--- config.mk ---
export PLATFORM = sky130hd
export DESIGN_NAME = mul32_shift_add_unit
export DESIGN_NICKNAME = d
export VERILOG_FILES = /design/src/rtl/mul32_shift_add_unit.sv
export SDC_FILE = /design/constraint.sdc
export NUM_CORES = 1
export LEC_CHECK = 0
export ABC_AREA = 1
export CAP_MARGIN = 20
export CORE_UTILIZATION = 52
export DETAILED_ROUTE_END_ITERATION = 8
export PLACE_DENSITY = 0.78
export SLEW_MARGIN = 20
export SYNTH_ARGS = -nofsm -noshare
export SYNTH_HDL_FRONTEND = slang
export SYNTH_SLANG_ARGS = --single-unit
--- constraint.sdc ---
create_clock -name clk -period 3.2 [get_ports clk]
set_input_delay 0.8 -clock clk [delete_from_list [all_inputs] [get_ports clk]]
set_output_delay 0.8 -clock clk [all_outputs]
set_load 0.02 [all_outputs]
--- src/rtl/mul32_shift_add_unit.sv ---
// Radix-2 shift-add multiplier, WIDTH x WIDTH -> 2*WIDTH.
// Signed operands are multiplied as magnitudes and the sign is fixed up at the end.

module carry_lookahead_adder_4bit (
  input  logic [3:0] a,
  input  logic [3:0] b,
  input  logic       carry_in,
  output logic [3:0] sum,
  output logic       carry_out,
  output logic       done
);
  logic [3:0] w_p;
  logic [3:0] w_g;
  logic [4:0] w_c;

  // Lookahead carries computed directly from generate/propagate terms
  always_comb begin
    w_p = a ^ b;
    w_g = a & b;
    w_c[0] = carry_in;
    w_c[1] = w_g[0] | (w_p[0] & w_c[0]);
    w_c[2] = w_g[1] | (w_p[1] & w_g[0])
           | (w_p[1] & w_p[0] & w_c[0]);
    w_c[3] = w_g[2] | (w_p[2] & w_g[1])
           | (w_p[2] & w_p[1] & w_g[0])
           | (w_p[2] & w_p[1] & w_p[0] & w_c[0]);
    w_c[4] = w_g[3] | (w_p[3] & w_g[2])
           | (w_p[3] & w_p[2] & w_g[1])
           | (w_p[3] & w_p[2] & w_p[1] & w_g[0])
           | (w_p[3] & w_p[2] & w_p[1] & w_p[0] & w_c[0]);
    sum       = w_p ^ w_c[3:0];
    carry_out = w_c[4];
    done      = 1'b1;
  end
endmodule

module mul32_shift_add_unit #(
  parameter int WIDTH = 32
) (
  input  logic               clk,
  input  logic               reset,
  input  logic               in_valid,
  output logic               in_ready,
  input  logic [WIDTH-1:0]   in_a,
  input  logic [WIDTH-1:0]   in_b,
  input  logic               in_signed,
  output logic               out_valid,
  input  logic               out_ready,
  output logic [2*WIDTH-1:0] out_product,
  output logic               busy
);
  localparam int NS = WIDTH / 4;
  localparam int CW = $clog2(WIDTH);

  localparam logic [1:0] S_IDLE = 2'd0;
  localparam logic [1:0] S_CALC = 2'd1;
  localparam logic [1:0] S_FIX  = 2'd2;
  localparam logic [1:0] S_DONE = 2'd3;

  localparam logic [WIDTH-1:0]   ONE_W  = {{(WIDTH-1){1'b0}}, 1'b1};
  localparam logic [2*WIDTH-1:0] ONE_2W = {{(2*WIDTH-1){1'b0}}, 1'b1};

  logic [1:0]         r_state;
  logic [CW-1:0]      r_count;
  logic [WIDTH-1:0]   r_mcand;
  logic [WIDTH-1:0]   r_hi;
  logic [WIDTH-1:0]   r_lo;
  logic               r_neg;
  logic [2*WIDTH-1:0] r_product;

  logic [WIDTH-1:0]   w_addend;
  logic [WIDTH-1:0]   w_sum;
  logic [NS:0]        w_carry;
  logic [WIDTH-1:0]   w_abs_a;
  logic [WIDTH-1:0]   w_abs_b;
  logic               w_neg;
  logic               w_accept;
  logic [2*WIDTH-1:0] w_full;
  logic [2*WIDTH-1:0] w_fixed;

  // Operand preparation and handshake decode
  always_comb begin
    w_accept = in_valid & (r_state == S_IDLE);
    w_neg    = in_signed & (in_a[WIDTH-1] ^ in_b[WIDTH-1]);
    w_abs_a  = (in_signed & in_a[WIDTH-1]) ? (~in_a + ONE_W) : in_a;
    w_abs_b  = (in_signed & in_b[WIDTH-1]) ? (~in_b + ONE_W) : in_b;
    w_addend = r_lo[0] ? r_mcand : '0;
    w_full   = {r_hi, r_lo};
    w_fixed  = r_neg ? (~w_full + ONE_2W) : w_full;
  end

  assign w_carry[0] = 1'b0;

  genvar gi;
  generate
    for (gi = 0; gi < NS; gi++) begin : g_cla
      carry_lookahead_adder_4bit u_cla (
        .a         (r_hi[4*gi +: 4]),
        .b         (w_addend[4*gi +: 4]),
        .carry_in  (w_carry[gi]),
        .sum       (w_sum[4*gi +: 4]),
        .carry_out (w_carry[gi+1]),
        .done      ()
      );
    end
  endgenerate

  // FSM plus shift-add datapath; one multiplier bit consumed per CALC cycle
  always_ff @(posedge clk or negedge reset) begin
    if (!reset) begin
      r_state   <= S_IDLE;
      r_count   <= '0;
      r_mcand   <= '0;
      r_hi      <= '0;
      r_lo      <= '0;
      r_neg     <= 1'b0;
      r_product <= '0;
    end else begin
      case (r_state)
        S_IDLE: begin
          if (w_accept) begin
            r_mcand <= in_signed ? w_abs_a : in_a;
            r_lo    <= in_signed ? w_abs_b : in_b;
            r_hi    <= '0;
            r_neg   <= w_neg;
            r_count <= '0;
            r_state <= S_CALC;
          end
        end
        S_CALC: begin
          {r_hi, r_lo} <= {w_carry[NS], w_sum, r_lo[WIDTH-1:1]};
          r_count      <= r_count + 1'b1;
          if (r_count == CW'(WIDTH - 1))
            r_state <= S_FIX;
        end
        S_FIX: begin
          r_product <= w_fixed;
          r_state   <= S_DONE;
        end
        S_DONE: begin
          if (out_ready)
            r_state <= S_IDLE;
        end
        default: r_state <= S_IDLE;
      endcase
    end
  end

  assign in_ready    = (r_state == S_IDLE);
  assign out_valid   = (r_state == S_DONE);
  assign busy        = (r_state != S_IDLE);
  assign out_product = r_product;

endmodule

After elaboration in Yosys (flattened, before gate mapping) --
Index checks and enable logic that the tools add are counted.
Storage, ports and cells: bits in registers 168, input bits 69, output and inout port bits 67
Operators by class: $add $sub $neg 4, eq/ne operators 7, multiplexer cells 16, bitwise logic cells 229, reduce and logical (&&, ||, !) cells 6
Operators by type and width (count):
- 32-bit two-way mux | 7
- 32-bit case mux with 2 select lines | 2
- 1-bit AND | 125
- 1-bit OR | 76
- 32-bit by 1-bit adder with 32-bit output (second input constant) | 2
- 64-bit by 1-bit adder with 64-bit output (second input constant) | 1
- 64-bit two-way mux | 1
- 32-bit NOT | 2
- 64-bit NOT | 1
- 4-bit bitwise XOR | 16
- 4-bit AND | 8
- 5-bit case mux with 2 select lines | 1
- 2-bit case mux with 4 select lines | 1
- 2-bit two-way mux | 3
- 5-bit by 1-bit adder with 5-bit output (second input constant) | 1
- 5-bit == test (second input constant) | 1
- 5-bit two-way mux | 1
- 2-bit == test (second input constant) | 2
- 2-bit by 1-bit != test with 1-bit output (second input constant) | 2
- 2-bit AND reduction | 2
- 2-bit nonzero test | 2
- 3-bit AND reduction | 1
- 2-bit by 1-bit == test with 1-bit output (second input constant) | 1
- 2-bit zero test | 1
- other kinds (2) | 2

Logic depth before layout (Yosys ltp) --
depth after elaboration 22, mapped depth 26

Hierarchy --
A second synthesis with hierarchy kept.
Unflattened totals: cells, all modules 1849, area, all modules 12324.3 sq um
By module, submodules not included:
- mul32_shift_add_unit | times used 1, cells each 1585, area an instance 10722.8 sq um, seq. area each 4204.0 sq um
- carry_lookahead_adder_4bit | times used 8, cells each 33, area an instance 200.2 sq um, seq. area each 0.0 sq um

Worst setup path after synthesis --
OpenSTA, ideal clock, no wires.
kind register to register, start point register r_lo[0], end point register r_hi[28], library setup time 133 ps, arrival 2831 ps, data required time 3067 ps, setup slack 237 ps, stages on the path, launching flop included 24, path buffers 2, period minus slack after synthesis 2963 ps, path through dfrtp_1 -> buf_6 -> clkbuf_1 -> nand2_1 -> inv_1 -> ha_1 -> or2_0 -> nand2_1 -> nand2_2 -> nand2_1 -> nand2_1 -> nand2_1 -> nand2_2 -> nand2_1 -> nand2_1 -> nand2_1 -> nand2_1 -> nand2_1 -> nand2_2 -> nand2_1 -> nand2_2 -> fa_1 -> xnor2_1 -> o22ai_1
Between the ends: longest elaborated chain between the ends 22, elaborated cells between the ends (all ways) 95, those cells by class mux: 2; bitwise: 93
RTL lines:
- from (decl) | line 67 | logic [WIDTH-1:0] r_lo;
- from (signal assigned) | line 123 | r_lo <= in_signed ? w_abs_b : in_b;
- from (signal assigned) | line 131 | {r_hi, r_lo} <= {w_carry[NS], w_sum, r_lo[WIDTH-1:1]};
- 32-bit two-way mux (*) | line 87 | w_addend = r_lo[0] ? r_mcand : '0;
- 4-bit bitwise XOR / 4-bit AND (equally long branches) | line 18, 19
- 1-bit AND (on tied branches) | line 27, 28, 29
- 1-bit OR (tied with other cells) | line 27 | w_c[4] = w_g[3] | (w_p[3] & w_g[2])
- 1-bit OR / 1-bit AND (equally long branches) | line 28, 29
- 1-bit OR | line 29 | | (w_p[3] & w_p[2] & w_p[1] & w_g[0])
- 1-bit AND | line 30 | | (w_p[3] & w_p[2] & w_p[1] & w_p[0] & w_c[0]);
- 1-bit OR | line 30
- [... 6 more ...]
- 1-bit AND | line 30
- 1-bit OR | line 30
- 1-bit AND | line 30
- 1-bit OR | line 30
- 1-bit AND | line 21 | w_c[1] = w_g[0] | (w_p[0] & w_c[0]);
- 1-bit OR | line 21
- 4-bit bitwise XOR (*) | line 31 | sum = w_p ^ w_c[3:0];
- 32-bit case mux with 2 select lines (*) | line 119 | case (r_state)
- to (signal assigned) | line 131
- to (decl) | line 66 | logic [WIDTH-1:0] r_hi;
Every way passes the cells marked *; elsewhere a longest branch is shown, timed or not. A chain may end at the register's enable or synchronous reset.

Final worst setup path --
Same ends and word-level chain as after synthesis.

==> metrics list <==
- Count of final setup violators: 0
- The floorplan step set the die width to around 150 um.
- Sorting the synthesized cells by area gives the leading types as dfrtp_1, nand2_1, o21ai_0.
* Total die area: around 0.022 mm^2
- Detailed-router iteration count before antenna repair: 5
- Data on the critical path is required at its endpoint by 3.49 ns.
- Maximum buffer depth of the clock tree: 2
* Hold-fix buffers at CTS: 0
* Net switching share of the total power: just under 50%
* Class of the worst hold path: in -> async
- Routed len/inst: around 16 um
- Combinational fraction of design power: a little over half
* Buffer type at the clock tree root: clkbuf_16
* Summed area of non-filler cells in the final layout: 0.0134 mm^2
- In this run the remaining antenna-violating nets after routing total 0.
* Pins Over Slew Limit: 0
- The synthesized netlist occupies a cell area of 0.0111 mm^2.
- Clock tree sinks: approximately 170
* Worst-path fanout max: 8
* Worst Setup Start Kind: flop
- During placement, the flow inserted port buffers numbering approximately 140.
- After the first detailed-routing iteration, the DRC count stood at 799.
- Standard cell with the maximum stage delay on the critical path: dfrtp_2
* Tmin final: 3.00 ns
* Height of the die: 148 um
- On the worst path, the slowest cell contributes a delay of 0.47 ns.
- Per-instance average area after synthesis: 7.40 um^2
- Area growth from synthesis to final layout: 20.7%
- For the worst-skew pair, the clock arrives at the later sink with an insertion delay of approximately 0.44 ns.
* Remaining global-route overflow: 0
- The first global-routing pass estimated 50,500 um of wire.
- Start-to-end type of the worst setup path: reg -> reg
- Counting every net in the synthesized netlist gives 1,618.
* Count of pins on the block boundary: 136
* Vias per inst: between 5 and 6
- The initial utilization of the core area, before any placement, comes to 52.9%.
- Across the run, the number of max-cap violations was 0.
* Minimum hold slack: 0.393 ns
- Logic depth of the worst register-to-register path: 21
* GRT Total Usage: between 20 and 30%
- Accumulated negative setup slack: 0 ns
- Synthesis handed over a netlist of 1,500 instances.
- In this run the power density over the cells is 994 mW/mm^2.
- In this run the power spent charging and discharging nets is 6.45 mW.
- Antenna violations before repair: 0
- Clock tree skew after final layout: slightly below 0.007 ns
- Leakage power of the design: 6.34 nW
- Share of total power in sequential cells: 30.8%
- Clock network power share: 15.1%
- Fraction of final layout cells with drive strength greater than 1: 5.93%
* Slew at the pin closest to its max-slew limit: between 0.7 and 0.8 ns
* Dpl hpwl: 23,300 um
- Row generation in the floorplan step produced 53 rows.
* Timing-limited maximum frequency: 333 MHz
* Vias after detailed routing: 10,600
* Share of the cycle needed by the critical path after routing: ~94%
- After detailed routing, the number of remaining DRC violations is 0.
* NumNets Final: 1,740
* Dominant cell type by area after synthesis: dfrtp_1
- The placed instances occupy a cell area of 0.0128 mm^2.
- Yosys printed 0 warnings.
- Data arrival time of the critical path: 3.30 ns
* TritonCTS clock tree: yes
- H-tree depth: 4
* Nature of the critical path endpoint: flop
- The synthesized design devotes to its leading area cell type about 38% of total area.
* Clock input transition at the sequential cells of the worst setup and hold paths: 0.07 ns
- Fraction of registers with async set/reset: 100%
- Placeable core region: 0.0210 mm^2
- VDD IR-drop max: 0.000751 V
* Cells along the critical path: nand2_1 -> inv_1 -> ha_1 -> or2_0 -> nand2_1 -> nand2_2 -> nand2_1 -> nand2_1 -> nand2_1 -> nand2_2 -> nand2_1 -> nand2_2 -> nand2_1 -> nand2_2 -> nand2_1 -> nand2_2 -> nand2_1 -> nand2_2 -> fa_1 -> xnor2_1 -> o22ai_1
* Pin count of the biggest net entering global routing: 75
- Most frequent cell on the critical path: nand2_1
- Counting flops with a built-in enable in the synthesized netlist gives 0.
- Cell Int Power: 6.87 mW
- At the end of routability-driven placement, the weighted congestion stood at between 0.9 and 1.
- The via count of the first global-routing pass is approximately 10,000.
* Post-synthesis register bit count: 168
* Number of hold-slack violations in the final timing report: 0
- The number of different library cells used by synthesis comes to 51.
- Summed over all layers, the routed wires come to just over 30,000 um.
- Outcome: complete, no violations
- Clock buffers created by TritonCTS: 17
* Total inserted antenna cells: 0
- Post-synthesis sequential area ratio: between 30 and 40%
* Max transition margin: 52.7%
* Most used flip-flop cell after synthesis: dfrtp_1
## power groups by stage
stage / logic (mW) / registers, mW / clock network [mW]
final: 7.21 / 4.11 / 2.01
after global routing: 8.03 / 4.21 / 2.13
after CTS: 7.14 / 4.07 / 2.03
after detailed placement: 7.07 / 4.10 / 0
after global placement: 6.89 / 4.07 / 0
after floorplan: 4.34 / 4.26 / 0
## cell usage after synthesis, types with 21 or more instances
cell type / instances
xor2_1: 80
inv_1: 156
clkbuf_1: 49
nand2_1: 347
nor2_1: 153
nand3_1: 64
nor3_1: 22
o21ai_0: 159
ha_1: 41
a21oi_1: 63
nand4_1: 24
dfrtp_1: 168
xnor2_1: 21
## layout by cell type (no fill, tap or decap), types with 11 or more instances in the layout
master           instances
nand3_1                 64
buf_4                   22
clkdlybuf4s50_1        134
o21ai_1                 14
nor4_1                  15
ha_1                    41
o22ai_1                 15
clkbuf_16               17
a21oi_1                 63
dfrtp_1                167
nand2_1                345
xor2_1                  80
nor3_1                  21
inv_1                  156
nand4_1                 24
o211ai_1                11
a31oi_1                 15
o21ai_0                158
xnor2_1                 21
nor2_1                 153
## logic make-up after synthesis
| group | after synthesis | share of synthesized area (%) |
|---|---|---|
| buffers and inverters | 218 | 7.49 |
| xor gates and xnor gates | 101 | 7.97 |
| and+or+nand+nor | 662 | 25.6 |
| adders and majority gates | 49 | 6.07 |
| AOI/OAI and AO/OA | 302 | 15.0 |
| DFF | 168 | 37.9 |
## sequential cells by signal, summed over array words and instances (netlist names)
register and count:
r_neg 1, r_mcand 32, out_product 64, r_lo 32
r_hi 32, r_count 5, r_state 2
## cell type report
cell class | instances | area [um^2]
Clock buffer | 18 | 439
Clock inverter | 14 | 136
Fill cell | 1895 | 7560
Inverter | 160 | 602
Multi-Input combinational cell | 1114 | 6080
Sequential cell | 168 | 4210
Tap cell | 275 | 344
Timing Repair Buffer | 161 | 1580
## worst max-delay path: cells and delay by family (launching register included)
kind,cells,cell delay (ns)
AND/OR/NAND/NOR,16,1.42
flip-flops,1,0.47
buffers and inverters,1,0.04
XOR/XNOR,1,0.16
adder cells (fa/ha/maj),2,0.69
AO/OA/AOI/OAI,1,0.09
## stage by stage
stage | setup slack [ns] | instances | utilization (%) | total power, mW
finish | 0.197 | 1910 | 63.9 | 13.3
global route | -0.0403 | 1910 | 63.9 | 14.4
CTS | 0.0934 | 1909 | 63.8 | 13.2
detailed placement | 0.0288 | 1877 | 61.1 | 11.2
global placement | 0.152 | 1877 | 61.1 | 11.0
floorplan | 0.237 | 1500 | - | 8.60
## metal layers
metal	global-route usage (%)	part of all wire, %	vias to the layer above
li1	-	-	5201
met4	10.0	2.4	0
met3	4.91	8.4	59
met2	43.3	43	467
met1	43.3	46	4914
met5	0	0	-
## worst paths after layout
path                                 startpoint              end  slack, ns
worst max-delay path                    r_lo[0]         r_hi[28]       0.20
worst min-delay path                      reset  out_product[54]       0.39
worst max register to register          r_lo[0]         r_hi[28]       0.20
worst min register to register  out_product[60]  out_product[60]       0.48
max in group asynchronous                 reset      r_mcand[22]       2.10
min in group clk                out_product[60]  out_product[60]       0.48
## what timing repair did
item                                    CTS  global route
buffers inserted                          0             1
endpoints found under the setup margin    0             7
resized for setup                         0             4
Power figures use the tool's default switching activity.
